<file path="config.mk">
export PLATFORM = sky130hd
export DESIGN_NAME = bit_serial_addsub
export DESIGN_NICKNAME = d
export VERILOG_FILES = /design/src/rtl/bsa_pkg.sv /design/src/rtl/fa_bit.sv /design/src/rtl/bit_serial_addsub.sv
export SDC_FILE = /design/constraint.sdc
export NUM_CORES = 1
export LEC_CHECK = 0
export CORE_MARGIN = 4
export CORE_UTILIZATION = 55
export CTS_CLUSTER_SIZE = 12
export DETAILED_ROUTE_END_ITERATION = 8
export DONT_BUFFER_PORTS = 1
export PLACE_DENSITY = 0.72
export SYNTH_ARGS = -nofsm -noshare
export SYNTH_HDL_FRONTEND = slang
export SYNTH_SLANG_ARGS = --single-unit
</file>
<file path="constraint.sdc">
create_clock -name clk -period 1.55 [get_ports clk]
set_input_delay 0.0775 -clock clk [delete_from_list [all_inputs] [get_ports clk]]
set_output_delay 0.0775 -clock clk [all_outputs]
set_load 0.01 [all_outputs]
</file>
<file path="src/rtl/bsa_pkg.sv">
// Shared definitions for the bit-serial add/subtract sequencer.
package bsa_pkg;

  // Sequencer states.
  typedef enum logic [1:0] {
    IDLE = 2'd0,
    RUN  = 2'd1,
    DONE = 2'd2
  } bsa_state_t;

  localparam int BSA_MIN_WIDTH = 2;
  localparam int BSA_MAX_WIDTH = 32;

  // Bit-counter width. The counter only has to reach WIDTH-1, and it is kept
  // at least one bit wide.
  function automatic int cnt_width(input int width);
    return (width <= 2) ? 1 : $clog2(width);
  endfunction

endpackage : bsa_pkg

</file>
<file path="src/rtl/fa_bit.sv">
// Single 1-bit full-adder cell, reused for every bit of a serial operation.
module fa_bit (
  input  logic a,
  input  logic b,
  input  logic cin,
  output logic sum,
  output logic cout
);

  assign sum  = a ^ b ^ cin;
  assign cout = (a & b) | ((a ^ b) & cin);

endmodule : fa_bit

</file>
<file path="src/rtl/bit_serial_addsub.sv">
// WIDTH-bit add/subtract that pushes one bit per cycle, LSB first, through a
// single full-adder cell. A start/done handshake frames each operation.
module bit_serial_addsub
  import bsa_pkg::*;
#(
  parameter int WIDTH = 8
) (
  input  logic             clk,
  input  logic             rst_n,
  input  logic             start,
  input  logic             sub,
  input  logic [WIDTH-1:0] a,
  input  logic [WIDTH-1:0] b,
  output logic             busy,
  output logic             done,
  output logic [WIDTH-1:0] sum,
  output logic             cout,
  output logic             overflow
);

  localparam int CNT_W = cnt_width(WIDTH);
  localparam logic [CNT_W-1:0] CNT_LAST = CNT_W'(WIDTH - 1);
  localparam logic [CNT_W-1:0] CNT_PRE  = CNT_W'(WIDTH - 2);

  bsa_state_t       state;
  logic [CNT_W-1:0] cnt;
  logic [WIDTH-1:0] sreg_a;
  logic [WIDTH-1:0] sreg_b;
  logic [WIDTH-1:0] sreg_r;
  logic             carry;
  logic             c_msb_in;

  logic             bit_s;
  logic             bit_co;
  logic             load;
  logic             running;
  logic             last_bit;

  // A new operation may only start from IDLE or DONE; start during RUN is ignored.
  assign load     = start && ((state == IDLE) || (state == DONE));
  assign running  = (state == RUN);
  assign last_bit = running && (cnt == CNT_LAST);

  fa_bit u_fa (
    .a    (sreg_a[0]),
    .b    (sreg_b[0]),
    .cin  (carry),
    .sum  (bit_s),
    .cout (bit_co)
  );

  // Control FSM: state, bit counter and the registered handshake/result outputs.
  // NOTE: every clocked assignment is non-blocking so all registers update from
  // the same pre-edge values, independent of statement order.
  always_ff @(posedge clk or negedge rst_n) begin
    if (!rst_n) begin
      state    <= IDLE;
      cnt      <= '0;
      busy     <= 1'b0;
      done     <= 1'b0;
      sum      <= '0;
      cout     <= 1'b0;
      overflow <= 1'b0;
    end else begin
      done <= 1'b0;
      unique case (state)
        IDLE, DONE: begin
          if (load) begin
            state <= RUN;
            cnt   <= '0;
            busy  <= 1'b1;
          end else begin
            state <= IDLE;
          end
        end
        RUN: begin
          if (last_bit) begin
            // Final bit: publish the complete result and leave RUN.
            state    <= DONE;
            cnt      <= '0;
            busy     <= 1'b0;
            done     <= 1'b1;
            sum      <= {bit_s, sreg_r[WIDTH-1:1]};
            cout     <= bit_co;
            overflow <= c_msb_in ^ bit_co;
          end else begin
            cnt <= cnt + 1'b1;
          end
        end
        default: begin
          state <= IDLE;
          busy  <= 1'b0;
        end
      endcase
    end
  end

  // Datapath: operand/result shift registers, carry flip-flop and MSB carry-in.
  always_ff @(posedge clk or negedge rst_n) begin
    if (!rst_n) begin
      sreg_a   <= '0;
      sreg_b   <= '0;
      sreg_r   <= '0;
      carry    <= 1'b0;
      c_msb_in <= 1'b0;
    end else if (load) begin
      // Subtraction is a + ~b + 1: invert B and seed the carry with 1.
      sreg_a <= a;
      sreg_b <= sub ? ~b : b;
      carry  <= sub;
    end else if (running) begin
      sreg_a <= {1'b0, sreg_a[WIDTH-1:1]};
      sreg_b <= {1'b0, sreg_b[WIDTH-1:1]};
      sreg_r <= {bit_s, sreg_r[WIDTH-1:1]};
      carry  <= bit_co;
      // The carry leaving bit WIDTH-2 is the carry into the MSB, needed for
      // signed overflow on the final cycle.
      if (cnt == CNT_PRE) begin
        c_msb_in <= bit_co;
      end
    end
  end

endmodule : bit_serial_addsub

</file>
# [After elaboration in Yosys (flattened, before gate mapping)]
# Cells that the tools add are included.
[word_totals] output_inout_bits=12 regBits=43 word_cells=57
[classes] n_eq_ne=6 n_reduce_logical=12 bitwise_logic=8 n_addsub=1 n_mux=18
[ops] cell="$mux 8" count=5
[ops] cell="$not 8->8" count=1
[ops] cell="$reduce_and 2->1" count=4
[ops] cell="$mux 1" count=7
[ops] cell="$eq 3x3->1 const B" count=2
[ops] cell="$mux 3" count=2
[ops] cell="$pmux 3 s2" count=1
[ops] cell="$pmux 2 s2" count=1
[ops] cell="$reduce_bool 2->1" count=2
[ops] cell="$add 3x1->3 const B" count=1
[ops] cell="$reduce_and 3->1" count=1
[ops] cell="$xor 1x1->1" count=3
[ops] cell="$and 1x1->1" count=2
[ops] cell="$eq 2x1->1 const B" count=1
[ops] cell="$eq 2x2->1 const B" count=1
[ops] cell="$logic_and 1x1->1" count=2
[ops] cell="$logic_not 2->1" count=1
[ops] cell="$mux 2" count=1
[ops] cell="$ne 2x1->1 const B" count=1
[ops] cell="$ne 2x2->1 const B" count=1
[ops] cell="$pmux 1 s2" count=1
[ops] cell="$reduce_or 2->1" count=1
[ops] cell="$logic_or 1x1->1" count=1
[ops] cell="$not 1->1" count=1
[ops] cell="$or 1x1->1" count=1

# [Longest topological paths before layout]
# Gate-level depths: netlist (run 1).
[logic_depth] ltp_word=5 mapped_depth=6 depth_no_buf=5

# [Modules after synthesis]
# From an unflattened synthesis (run 1), not the netlist that was laid out.
[unflattened] cells_unflattened=165 hier_area_um2=1813.0
[modules_own_cells] mod="bit_serial_addsub" instances=1 seq_area_each_um2=1051.0 area_each_um2=1793.0 cells_per_inst=164
[modules_own_cells] mod="fa_bit" instances=1 seq_area_each_um2=0.0 area_each_um2=20.0 cells_per_inst=1

# [Worst setup path before layout (run 1)]
# Ideal clock, no wire load.
[synth_path] path_type="register to register" from="reg cnt[0]" to="reg sum[1]" required_time_ps=1425 arrival_ps=1516 synth_period_minus_slack_ps=1640 path_slack_ps=-90 path_stages_with_launch=6 setup_time_ps=125 path_cell_list="dfrtp_1 > ha_1 > ha_1 > nand3b_1 > buf_2 > mux2_2"
[synth_between] elab_chain_cells=3
[synth_rtl] item="from (decl)" line_no="bit_serial_addsub.sv:26" source="logic [CNT_W-1:0] cnt;"
[synth_rtl] item="from (signal assigned)" line_no="bit_serial_addsub.sv:87" source="cnt <= cnt + 1'b1;"
[synth_rtl] item="$eq 3x3->1" line_no="bit_serial_addsub.sv:42" source="assign last_bit = running && (cnt == CNT_LAST);"
[synth_rtl] item="$logic_and 1x1->1" line_no="bit_serial_addsub.sv:42"
[synth_rtl] item="$reduce_and 2->1 (no line)"
[synth_rtl] item="to (signal assigned)" line_no="bit_serial_addsub.sv:83" source="sum <= {bit_s, sreg_r[WIDTH-1:1]};"
[synth_rtl] item="to (decl)" line_no="bit_serial_addsub.sv:16" source="output logic [WIDTH-1:0] sum,"
# No other way between the ends.
# A chain may end at the register's enable or synchronous reset.

# [Final worst setup path (run 1)]
[layout_path] from="reg cnt[1]" to="reg sum[5]"
# The elaborated chain is that of the path after synthesis.

==> results.txt, run 1 <==
The register bit total from synthesis was 42; the initial antenna violation count was 0. The most frequent cell on the critical path is sky130_fd_sc_hd__ha_2. The tools report the share of the core filled with cells in the final layout as 0.678. The run gives 0 as the final number of max-transition violations. In this run the power density over the cells is 1860 mW/mm2. For this run, the leading register cell type out of synthesis is sky130_fd_sc_hd__dfrtp_1. The clock root buffer was sky130_fd_sc_hd__clkbuf_4.

Ranked by total cell area, the synthesized netlist is headed by sky130_fd_sc_hd__dfrtp_1, sky130_fd_sc_hd__nand2_1, sky130_fd_sc_hd__mux2_2, sky130_fd_sc_hd__a221o_1, sky130_fd_sc_hd__xnor2_1. Total power for the finished layout comes to 3.94 mW. TritonCTS built the clock tree. The tools report the total CTS buffers as 5. The layout filler cell count is 242, and the buffers plus inverters on the worst setup path is 1.

Type of the worst setup path: reg -> reg. Clock latency on the worst-skew pair, taken at its later pin, is 0.34 ns. Buffers placed on the I/O ports in this run total 0. The post-CTS setup buffer count came out at 0. For this run, the number of Yosys warnings is 0. The kind of cell with the highest combined delay along the critical path is flip-flops.

The worst setup path is launched from a register. The analysis attributes to net switching a power of 1.44 mW. The tools report the via count of the first global-routing pass as 1289.

The share of layout cells above drive strength 1 was 0.138; the leakage power summed over all cells was 0.992 nW. The vertical extent of the die is 65.7 um, and the internal power of the cells is 2.50 mW. The first-pass GRT wire length is 5.89 mm, and the endpoint required time on the critical path is 1.78 ns. The worst-case clock buffer depth is 2. For the post-synthesis net count, the log shows 191. The final clock period utilization by the worst path works out to 0.951. The area of the die is 0.00431 mm2, and the number of cell instances on the worst register-to-register path is 5.

The number of antenna-violating nets in the routed design came out at 0. Data on the critical path arrives at its endpoint at 1.71 ns. For the total via count in the routed design, the log shows 1265. In this run the cell area of the synthesized design comes to 0.00183 mm2. Clock skew on the completed layout was measured at 0.00391 ns. The tools report the element type at the critical path end as a register.

The stage delay of the slowest cell on the critical path is 0.42 ns. The effective utilization at floorplan came out at 0.584. For hold timing, the worst endpoint is sreg_b[6]$_DFFE_PN0P_. The final count of hold timing violations is 0. Sorting the synthesized cells by how often they occur yields sky130_fd_sc_hd__dfrtp_1, sky130_fd_sc_hd__nand2_1, sky130_fd_sc_hd__nor2_1. After detailed routing, the number of vias per cell comes to 5.43. From left edge to right edge, the die measures 65.7 um. For the maximum clock rate, the log shows 678 MHz. Final critical path time including I/O delays and setup: 1.47 ns. The tools report the overall routing resource usage as 0.185.

After the last flow step, the layout net total stands at 213. For this design, the slowest cell found on the critical path is sky130_fd_sc_hd__dfrtp_1. The complex-gate fraction of the synthesized area was 0.0958; the register-to-register setup slack was 0.08 ns.

The sequential cell fraction of total power is 0.509. Adding up every negative setup slack in the final design gives 0 ns. The xor and xnor area share after synthesis was 0.0431.

The run gives 2.29 mm as the final HPWL from detailed placement. The initialized floorplan defines 20 standard-cell rows. Walking the worst path, the cells encountered are ha_2 -> ha_2 -> nand3b_1 -> buf_12 -> mux2_2. For this design, the sink count on the clock tree is 42. The core region is 0.00313 mm2.

The maximum number of pins on one net before global-route repair was 43; the actual slew at the worst max-slew pin was 0.536 ns. The count of final setup violators came out at 0. The multiplexer share of the synthesized area is 0.0616. The combinational group share of total power was 0.369; the gate count after technology mapping was 167. The share of total power consumed by net switching is 0.366, and the clock slew at the register clock pins of the worst setup and hold paths is 0.11 ns.

Setup repair after global routing left no endpoint under its margin. Pin placement for this block handled 32 I/O pins. Number of inserted diodes: 0. Counting distinct cell types in the post-synthesis netlist gives 26. The sequential area share after synthesis was 0.575. The tools report the relative slew slack as 0.643. Across the run, the number of max-cap violations was 0.

For this run, design rule violations remaining after detail routing come to 0. For the number of H-tree levels, the log shows 2. The startpoint identified for the worst hold timing path is b[6]. Async set-reset flop share out of synthesis: 1.00. The maximum fanout count along the critical path was 13; the total overflow reported by the global router was 0. The tools report the endpoint of the worst register-to-register path as sum[5]$_DFFE_PN0P_.

The most common cell in the synthesized netlist is sky130_fd_sc_hd__dfrtp_1. The largest total area in the synthesized netlist belongs to sky130_fd_sc_hd__dfrtp_1. The run finished with clean final reports. The area share of the largest cell type after synthesis came out at 0.575. The simple-gate share of the synthesized area was 0.147. Dividing the detail-routed wire length by the instance count gives 14.4 um.

The post-synthesis share of cell area spent on full adders, half adders and majority gates was 0.0315; the wire length after detailed routing was 3.36 mm. The tightest min-delay check is of the in -> reg type. The number of DRC violations after detailed-routing iteration 0 was 80; the area growth from synthesis to final layout was 15.9%. Hold path depth: 3. At the end of routability-driven placement, the weighted congestion stood at 0.772.

After synthesis, the largest family of logic cells by area is simple AND/OR/NAND/NOR gates. The largest vdd supply drop came out at 908 uV. The first detailed-routing pass ran for 4 iterations. The proportion of power drawn by the clock network is 0.122. In this run, synthesis inferred 0 flip-flops with an integrated enable.

The synthesized area per cell works out to 10.9 um2. In this run the critical register-to-register path is launched from cnt[1]$_DFFE_PN0P_.
-- worst reg2reg max path, cell delays in order (launching register included) --
cell and delay (ns):
sky130_fd_sc_hd__dfrtp_1 0.42, sky130_fd_sc_hd__ha_2 0.18, sky130_fd_sc_hd__ha_2 0.17, sky130_fd_sc_hd__nand3b_1 0.12, sky130_fd_sc_hd__buf_12 0.15, sky130_fd_sc_hd__mux2_2 0.33
-- cells in the final DEF (no fill, tap or decap), types with 2 or more instances in the layout --
cell type / n
sky130_fd_sc_hd__ha_2: 2
sky130_fd_sc_hd__buf_12: 2
sky130_fd_sc_hd__nand3_1: 2
sky130_fd_sc_hd__dfrtp_1: 42
sky130_fd_sc_hd__a21o_1: 2
sky130_fd_sc_hd__nand2_1: 38
sky130_fd_sc_hd__clkbuf_4: 5
sky130_fd_sc_hd__xnor2_1: 8
sky130_fd_sc_hd__nor2_1: 16
sky130_fd_sc_hd__and2b_1: 2
sky130_fd_sc_hd__clkbuf_1: 2
sky130_fd_sc_hd__inv_1: 4
sky130_fd_sc_hd__a31oi_1: 6
sky130_fd_sc_hd__mux2_2: 10
sky130_fd_sc_hd__nand2b_1: 2
sky130_fd_sc_hd__o21ai_0: 3
sky130_fd_sc_hd__nor3_1: 3
sky130_fd_sc_hd__buf_4: 6
sky130_fd_sc_hd__dlygate4sd3_1: 17
sky130_fd_sc_hd__a221o_1: 7
-- metal layers --
layer	vias up	share of wire	GRT usage
met1	612	0.40	0.213
met5	-	0	0
met4	0	0.023	0.111
met2	43	0.52	0.290
li1	603	-	-
met3	7	0.055	0.0701
-- layout make-up --
cell class | instances | area, um2 | share of cell area
clock buffer | 7 | 45.0 | 0.0213
inverter | 4 | 15.0 | 0.00708
multi-input combinational | 111 | 698 | 0.329
sequential | 42 | 1050 | 0.496
tap | 44 | 55.1 | 0.0260
timing repair buffer | 25 | 255 | 0.120
-- repair_timing --
action / in CTS / in global routing
hold buffers: 18 / 0
resized for setup: 0 / 1
endpoints found under the setup margin: 0 / 2
hold endpoints to repair: 58 / 0
-- worst max-delay path by stage --
stage	startpoint	endpoint	slack, ns	depth (start not counted)
5_1_grt	state[0]$_DFFE_PN0P_	sreg_a[3]$_DFFE_PN0P_	0.02	4
4_1_cts	cnt[1]$_DFFE_PN0P_	sum[5]$_DFFE_PN0P_	0.05	5
2_1_floorplan	cnt[0]$_DFFE_PN0P_	sum[1]$_DFFE_PN0P_	0.01	5
6_report	cnt[1]$_DFFE_PN0P_	sum[5]$_DFFE_PN0P_	0.08	5
3_3_place_gp	cnt[1]$_DFFE_PN0P_	sum[4]$_DFFE_PN0P_	0.11	5
3_5_place_dp	cnt[1]$_DFFE_PN0P_	sum[5]$_DFFE_PN0P_	0.06	5
-- power by group through the flow --
stage          combinational (mW)  sequential [mW]  clock (mW)
6_report                     1.45             2.01       0.482
5_1_grt                      1.66             2.07       0.558
4_1_cts                      1.47             2.01       0.505
3_5_place_dp                 1.40             2.03           0
3_3_place_gp                 1.33             2.01           0
2_1_floorplan                1.19             1.93           0
-- registers in the layout, indices dropped and copies added, names as in the netlist, 2 cells and up --
name    flops
sreg_b      8
sreg_a      8
sreg_r      7
sum         8
cnt         3
state       2
-- logic make-up (layout without fill, tap and decap cells) --
group           Yosys count  count (layout)
mux                      10              10
buf+inv                  14              36
flops                    42              42
compound gates           23              23
simple gates             65              65
fa+ha+maj                 4               4
xor+xnor                  9               9
-- metrics by stage --
| stage | area [um2] | setup slack, ns | std cells | hold slack (ns) |
|---|---|---|---|---|
| after global routing | 2120 | 0.0153 | 233 | 0.0348 |
| after floorplan | 1840 | 0.0101 | 167 | -0.218 |
| after detailed placement | 1880 | 0.0648 | 208 | -0.217 |
| final | 2120 | 0.0757 | 233 | 0.0550 |
| after global placement | 1880 | 0.107 | 208 | -0.217 |
| after CTS | 2120 | 0.0463 | 233 | 0.0227 |
Power figures use the tool's default switching activity.
==> inputs of run 2 (changes only) <==
--- a/config.mk
+++ b/config.mk
@@ -13,4 +13,5 @@
 export PLACE_DENSITY = 0.72
 export SYNTH_ARGS = -nofsm -noshare
 export SYNTH_HDL_FRONTEND = slang
+export SYNTH_HIERARCHICAL = 1
 export SYNTH_SLANG_ARGS = --single-unit
==> results.txt, run 2 <==
The share of the core filled with cells in the final layout was 0.690; the share of layout cells above drive strength 1 was 0.162. For the clock sink count, the log shows 42. The run finished with clean final reports.

The run gives 0.00105 mm2 as the area occupied by registers. Measured in cells, the most critical reg-to-reg path has a length of 5. The kind of start point of the critical path is a register. In this run the critical register-to-register path is captured at sum[1]$_DFFE_PN0P_. The logs give 0.507 for the sequential cell fraction of total power and 0 for the final count of hold timing violations. The final critical path time including I/O delays and setup is 1.50 ns.

The placeable core area is 0.00310 mm2. Dividing the detail-routed wire length by the instance count gives 14.7 um. The actual slew at the worst max-slew pin is 0.499 ns. For the overall routing resource usage, the log shows 0.181. Counting flops with a built-in enable in the synthesized netlist gives 0.

The largest registers in the layout are sreg_a: 8 flops, sreg_b: 8 flops, sum: 8 flops. The instance count after placement with tap cells included was 207; the number of placed I/O pins was 32. The via count of the first global-routing pass was 1302.

When the netlist entered floorplanning its net count stood at 189. Data on the critical path is required at its endpoint by 1.78 ns. In this run the number of cells on the critical path is 5. The area share of the largest cell type after synthesis came out at 0.580.

Buffers plus inverters on the worst setup path: 1. The most frequent cell on the critical path is sky130_fd_sc_hd__ha_2. The root buffer cell chosen for the clock tree is sky130_fd_sc_hd__clkbuf_4. In the routed design, unresolved DRC markers number 0. The critical path starts at cnt[0]$_DFFE_PN0P_. The number of DRC violations after detailed-routing iteration 0 was 97; the synthesized area per cell was 11.0 um2. The run gives 0 as the number of inserted diodes. The tools report the element type at the critical path end as a register. sky130_fd_sc_hd__dfrtp_1 takes more of the synthesized area than any other cell.

For the count of final setup violators, the log shows 0. The worst-case clock buffer depth came out at 2. Counting instances in the post-synthesis netlist gives the leading cell types as sky130_fd_sc_hd__dfrtp_1, sky130_fd_sc_hd__nand2_1, sky130_fd_sc_hd__nor2_1.

The initial antenna violation count came out at 0. Commonest non-fill, non-tap cell in the layout: sky130_fd_sc_hd__dfrtp_1. Timing analysis after detailed placement gives a worst setup slack of 0.0387 ns.

The proportion of power drawn by the clock network was 0.118; the maximum fanout count along the critical path was 5. For the row count, the log shows 20. For this run, the detailed router's first-pass iteration total came to 4. The first global-routing pass estimated 5.75 mm of wire.

The logs give 0.00512 ns for the setup clock skew after layout and 5 for the total CTS buffers. For the yosys synthesis warning count, the log shows 6. Total via count in the routed design: 1275. The maximum clock rate is 667 MHz.

The synthesized cell area was 0.00181 mm2; the routed via count divided by cell count was 5.43. The final layout contains 215 nets. The gate count after technology mapping was 165.

Sorting the synthesized cells by area gives the leading types as sky130_fd_sc_hd__dfrtp_1, sky130_fd_sc_hd__nand2_1, sky130_fd_sc_hd__mux2_2, sky130_fd_sc_hd__a221o_1, sky130_fd_sc_hd__xnor2_1. The combinational group share of total power was 0.375; the wire length after detailed routing was 3.46 mm. The count of buffers from port buffering was 0; the total overflow reported by the global router was 0. The share of total power consumed by net switching came out at 0.364. The count of distinct cell types in the synthesized netlist is 28, and the multi-input combinational cell area is 697 um2. The vertical extent of the die is 65.4 um, and the final HPWL from detailed placement is 2.30 mm.

The area of the die is 0.00428 mm2. TritonCTS built the clock tree. The run gives 235 as the number of cells in the finished layout apart from fillers. The slowest cell on the critical path was sky130_fd_sc_hd__dfrtp_1. The async set-reset flop share out of synthesis came out at 1.00. The register bit total from synthesis was 42.

In the layout the commonest cells are sky130_fd_sc_hd__dfrtp_1, sky130_fd_sc_hd__nand2_1, sky130_fd_sc_hd__dlygate4sd3_1. The path type of the worst min-delay path is in -> reg. Once detail routing completed, the nets flagged for antenna violations numbered 0. After clock tree synthesis, the clock-pin slew on the worst setup and hold paths is 0.11 ns. Effective utilization at floorplan: 0.584. The sequential area share after synthesis was 0.580.

The clock reaches the later pin of the worst-skew pair after 0.33 ns. The stage delay of the slowest cell on the critical path is 0.42 ns, and the layout filler cell count is 244. Most used standard cell by instance count after synthesis: sky130_fd_sc_hd__dfrtp_1.

For the switching component of the power, the log shows 1.45 mW. The logs give 1.01 nW for the leakage power summed over all cells and 0.0516 ns for the final worst-path setup slack. For the number of maximum-capacitance violations, the log shows 0.

Relative to the synthesized area, the layout overhead comes to 18.2%. The type of the worst setup path is reg -> reg. Following the worst setup path forward leads to its endpoint at sum[1]$_DFFE_PN0P_. The internal power of the cells is 2.54 mW, and the number of H-tree levels is 2.

Measured along the x axis, the die boundary spans 65.4 um. For the relative slew slack, the log shows 0.667. The congestion estimate from routability-driven global placement came to 0.770. The run gives 1030 uV as the largest vdd supply drop.

The final clock period utilization by the worst path is 0.967. In this design, the largest share of critical-path delay is due to flip-flops. The tools report the arrival time of the worst setup path as 1.73 ns. Final number of max-transition violations: 0.

The most instantiated flip-flop cell in the synthesis netlist was sky130_fd_sc_hd__dfrtp_1. The run gives 0.05 ns as the register-to-register setup slack. The startpoint identified for the worst register-to-register timing path is cnt[0]$_DFFE_PN0P_. The signal on the critical path passes through ha_2 -> ha_2 -> nand3b_1 -> buf_4 -> mux2_2. Entering global routing, the biggest net connects 43 pins. Power spread over the standard cell area amounts to 1860 mW/mm2.
-- run 2: stage by stage --
stage / total power, mW / hold slack [ns] / TNS [ns] / cell area (um2)
floorplan: 3.10 / -0.218 / 0 / 1820
global placement: 3.33 / -0.217 / 0 / 1870
detailed placement: 3.43 / -0.217 / 0 / 1870
CTS: 3.97 / 0.00374 / 0 / 2120
global route: 4.34 / 0.0309 / -0.0405 / 2140
finish: 3.99 / 0.0135 / 0 / 2140
-- run 2: worst min path at each step --
| stage | end | slack (ns) | start | cells past startpoint |
|---|---|---|---|---|
| after CTS | sreg_b[4]$_DFFE_PN0P_ | 0.004 | sub | 3 |
| after global placement | sreg_b[1]$_DFFE_PN0P_ | -0.22 | rst_n | 0 |
| final | sreg_b[2]$_DFFE_PN0P_ | 0.01 | sub | 3 |
| after global routing | sreg_b[4]$_DFFE_PN0P_ | 0.03 | sub | 3 |
| after floorplan | busy$_DFFE_PN0P_ | -0.22 | rst_n | 0 |
| after detailed placement | sreg_b[2]$_DFFE_PN0P_ | -0.22 | rst_n | 0 |
-- run 2: power groups by stage --
stage          Sequential, mW  Clock (mW)  Combinational [mW]
2_1_floorplan            1.94           0                1.16
3_3_place_gp             2.02           0                1.32
3_5_place_dp             2.04           0                1.38
4_1_cts                  2.02       0.495                1.46
5_1_grt                  2.10       0.533                1.71
6_report                 2.02       0.472                1.49
-- run 2: logic make-up (layout without fill, tap and decap cells) --
kind of cell             after synthesis  after routing  synth area share
XOR/XNOR                               9              9            0.0435
multiplexers                          10             10            0.0621
flip-flops                            42             42             0.580
adder cells (fa/ha/maj)                4              4            0.0317
AO/OA/AOI/OAI                         23             23            0.0987
AND/OR/NAND/NOR                       63             63             0.144
buffers and inverters                 14             40            0.0400
-- run 2: repair_timing --
item,in CTS,in global routing
setup buffers,0,2
endpoints found under the setup margin,0,9
hold buffers,19,0
hold endpoints to repair,59,0
resized for setup,0,3
-- run 2: tightest hold or removal path: stages --
cell	delay, ns
sky130_fd_sc_hd__xnor2_1	0.05
sky130_fd_sc_hd__nor2_1	0.08
sky130_fd_sc_hd__a221o_1	0.11
-- run 2: final cells by class --
cell class                      instances  area share
Sequential cell                        42       0.491
Timing Repair Buffer                   29       0.130
Clock buffer                            7      0.0210
Multi-Input combinational cell        109       0.325
Tap cell                               44      0.0257
Inverter                                4     0.00701
-- run 2: per-layer routing --
layer,global-route usage,share of wire,vias to the layer above
met5,0,0,-
met4,0.0803,0.025,0
met3,0.0513,0.050,12
met2,0.302,0.50,34
met1,0.216,0.43,619
li1,-,-,610
==> inputs of run 3 (changes only) <==
--- a/config.mk
+++ b/config.mk
@@ -5,12 +5,11 @@
 export SDC_FILE = /design/constraint.sdc
 export NUM_CORES = 1
 export LEC_CHECK = 0
-export CORE_MARGIN = 4
-export CORE_UTILIZATION = 55
+export CORE_UTILIZATION = 61
 export CTS_CLUSTER_SIZE = 12
 export DETAILED_ROUTE_END_ITERATION = 8
 export DONT_BUFFER_PORTS = 1
-export PLACE_DENSITY = 0.72
+export PLACE_DENSITY = 0.76
 export SYNTH_ARGS = -nofsm -noshare
 export SYNTH_HDL_FRONTEND = slang
 export SYNTH_HIERARCHICAL = 1
==> constraint.sdc (replaced) <==
create_clock -name clk -period 1.72 [get_ports clk]
set_input_delay 0.086 -clock clk [delete_from_list [all_inputs] [get_ports clk]]
set_output_delay 0.086 -clock clk [all_outputs]
set_load 0.01 [all_outputs]
==> results.txt, run 3 (synthesis results as in run 2) <==
Routed via count divided by cell count: 6.02. Setup repair after global routing left no endpoint under its margin. Number of antenna-violating nets in the routed design: 0. The die covers 0.00319 mm2. In this run the vertical extent of the chip is 56.5 um. For the worst-case clock buffer depth, the log shows 2. The final HPWL from detailed placement is 2.26 mm. For the net count reported at finish, the log shows 210.

The area growth from synthesis to final layout works out to 16.1%. The setup clock skew after layout is 0.0115 ns, and the count of final setup violators is 0. The power per standard cell area works out to 1730 mW/mm2.

The final count of hold timing violations is 0. Data on the critical path arrives at its endpoint at 1.80 ns. The final critical path time including I/O delays and setup is 1.56 ns. Leaving out fill and tap cells, the most frequent cells in the layout are sky130_fd_sc_hd__dfrtp_1, sky130_fd_sc_hd__nand2_1, sky130_fd_sc_hd__dlygate4sd3_1. Relative slew slack: 0.546.

The largest vdd supply drop is 1280 uV. The element type at the critical path end is a register. The maximum number of pins on one net before global-route repair came out at 43. The commonest non-fill, non-tap cell in the layout is sky130_fd_sc_hd__dfrtp_1.

Clock-pin slew was measured on the worst setup and hold paths at 0.12 ns. Adding up every negative setup slack in the final design gives 0 ns. The overall routing resource usage is 0.262, and the row count is 19.

Sequential cell fraction of total power: 0.498. The placed instance area was 0.00185 mm2; the number of H-tree levels was 2. In this run the clock root is driven by a sky130_fd_sc_hd__clkbuf_4.

The logs give 0.362 for the combinational group share of total power and 32 for the number of placed I/O pins. In this run, the number of DRC markers left after iteration 0 of detailed routing was 58. The tool flagged a number of max-cap violations equal to 0.

The logs give 1.96 ns for the endpoint required time on the critical path and 0.00278 mm2 for the placeable core area. The initial antenna violation count came out at 0. The maximum clock rate is 642 MHz, and the routability-driven placement congestion ratio is 0.710. The share of total power consumed by net switching is 0.375, and the total power is 3.65 mW.

The worst register-to-register path has a depth of 5. Measured along the x axis, the die boundary spans 56.5 um. The final clock period utilization by the worst path is 0.905, and the setup slack after placement is 0.163 ns. The worst setup path is launched from a register. In the final layout, the registers with the most flip-flops are sreg_a: 8 flops, sreg_b: 8 flops, sum: 8 flops. The total via count in the routed design is 1312. The via count of the first global-routing pass is 1397. The share of layout cells above drive strength 1 was 0.144.

The tools report the worst min-delay path startpoint as b[4]. The hold path depth works out to 3. The number of inserted diodes was 0; the leakage power summed over all cells was 0.999 nW. The proportion of power drawn by the clock network was 0.140; the clock insertion delay at the later pin of the skew report was 0.35 ns. The worst register-to-register path begins at cnt[0]$_DFFE_PN0P_. For this block, the routed nets add up to 3.54 mm of wire. The final number of max-transition violations was 0; the average wire per standard cell was 16.2 um. Along the worst path, the maximum fanout reaches 13. Once routing completed, OpenROAD measured the worst setup slack at 0.164 ns. The tools report the switching component of the power as 1.37 mW.

The run finished with clean final reports. The path class of the tightest hold or removal check is in -> reg. The number of gates resized after CTS was 0.

The critical path starts at cnt[0]$_DFFE_PN0P_. The type of the worst setup path was reg -> reg. The count of buffers from port buffering is 0, and the final non-filler cell area is 0.00211 mm2. The first global-routing pass estimated 6.22 mm of wire. In the routed design, unresolved DRC markers number 0. The internal portion of the total power is 2.28 mW. The clock drives 42 sinks. For this run the aggregate overflow at the end of global routing stands at 0. For the pin with the worst max-slew slack, the measured transition is 0.681 ns.

TritonCTS built the clock tree. The effective utilization at floorplan was 0.652. TritonCTS created 5 clock buffers. The first TritonRoute pass finished after 4 iterations.
-- run 3: changes by cell type in the layout (fill, tap and decap cells not counted) --
cell / previous run / this run
sky130_fd_sc_hd__dlygate4sd3_1: 18 / 17
sky130_fd_sc_hd__buf_4: 9 / 5
sky130_fd_sc_hd__clkbuf_8: 0 / 1
sky130_fd_sc_hd__clkinv_2: 0 / 1
sky130_fd_sc_hd__ha_1: 1 / 3
sky130_fd_sc_hd__clkinvlp_4: 0 / 1
sky130_fd_sc_hd__buf_6: 1 / 0
sky130_fd_sc_hd__clkbuf_1: 2 / 0
sky130_fd_sc_hd__nor2b_2: 1 / 0
sky130_fd_sc_hd__nor2b_1: 0 / 1
sky130_fd_sc_hd__ha_2: 2 / 0
sky130_fd_sc_hd__buf_12: 1 / 2
-- run 3: metal layers --
layer / wire, um / GRT usage
met4: 81 / 0.101
met1: 1410 / 0.312
met5: 0 / 0
met2: 1900 / 0.440
met3: 157 / 0.0829
-- run 3: layout make-up --
class                   count  area [um2]
flip-flops and latches     42        1050
multi-input cells         109         689
fillers                   194         676
repair buffers             24         248
clock buffers               6        51.3
well taps                  31        38.8
inverters                   4        15.0
clock inverters             2        12.5
-- run 3: worst max-delay path: stages (launching register included) --
cell and delay [ns]:
sky130_fd_sc_hd__dfrtp_1 0.43, sky130_fd_sc_hd__ha_1 0.21, sky130_fd_sc_hd__ha_1 0.20, sky130_fd_sc_hd__nand3b_1 0.14, sky130_fd_sc_hd__buf_12 0.15, sky130_fd_sc_hd__mux2_2 0.33
-- run 3: path summary, 6_finish.rpt --
kind,to,slack (ns)
hold reg to reg,sreg_r[1]$_DFFE_PN0P_,0.50
hold / removal,sreg_b[4]$_DFFE_PN0P_,0.02
min in group asynchronous,sreg_r[1]$_DFFE_PN0P_,0.18
setup reg to reg,sum[1]$_DFFE_PN0P_,0.16
setup / recovery,sum[1]$_DFFE_PN0P_,0.16
max in group asynchronous,sreg_b[2]$_DFFE_PN0P_,1.35
-- run 3: through the flow --
stage	utilization	std cells	hold slack, ns
5_1_grt	0.757	218	0.0160
4_1_cts	0.757	218	0.00477
2_1_floorplan	-	165	-0.210
3_5_place_dp	0.666	192	-0.209
3_3_place_gp	0.666	192	-0.209
6_report	0.757	218	0.0155
-- run 3: power groups by stage --
| stage | Sequential, mW | Combinational, mW | Clock [mW] |
|---|---|---|---|
| after floorplan | 1.74 | 1.04 | 0 |
| after global placement | 1.81 | 1.17 | 0 |
| after detailed placement | 1.83 | 1.26 | 0 |
| after CTS | 1.81 | 1.31 | 0.524 |
| after global routing | 1.87 | 1.52 | 0.558 |
| final | 1.82 | 1.32 | 0.510 |
-- run 3: timing repair --
item                      4_1_cts  5_1_grt
hold endpoints to repair       58        0
hold buffers                   18        0
buffers inserted                0        0
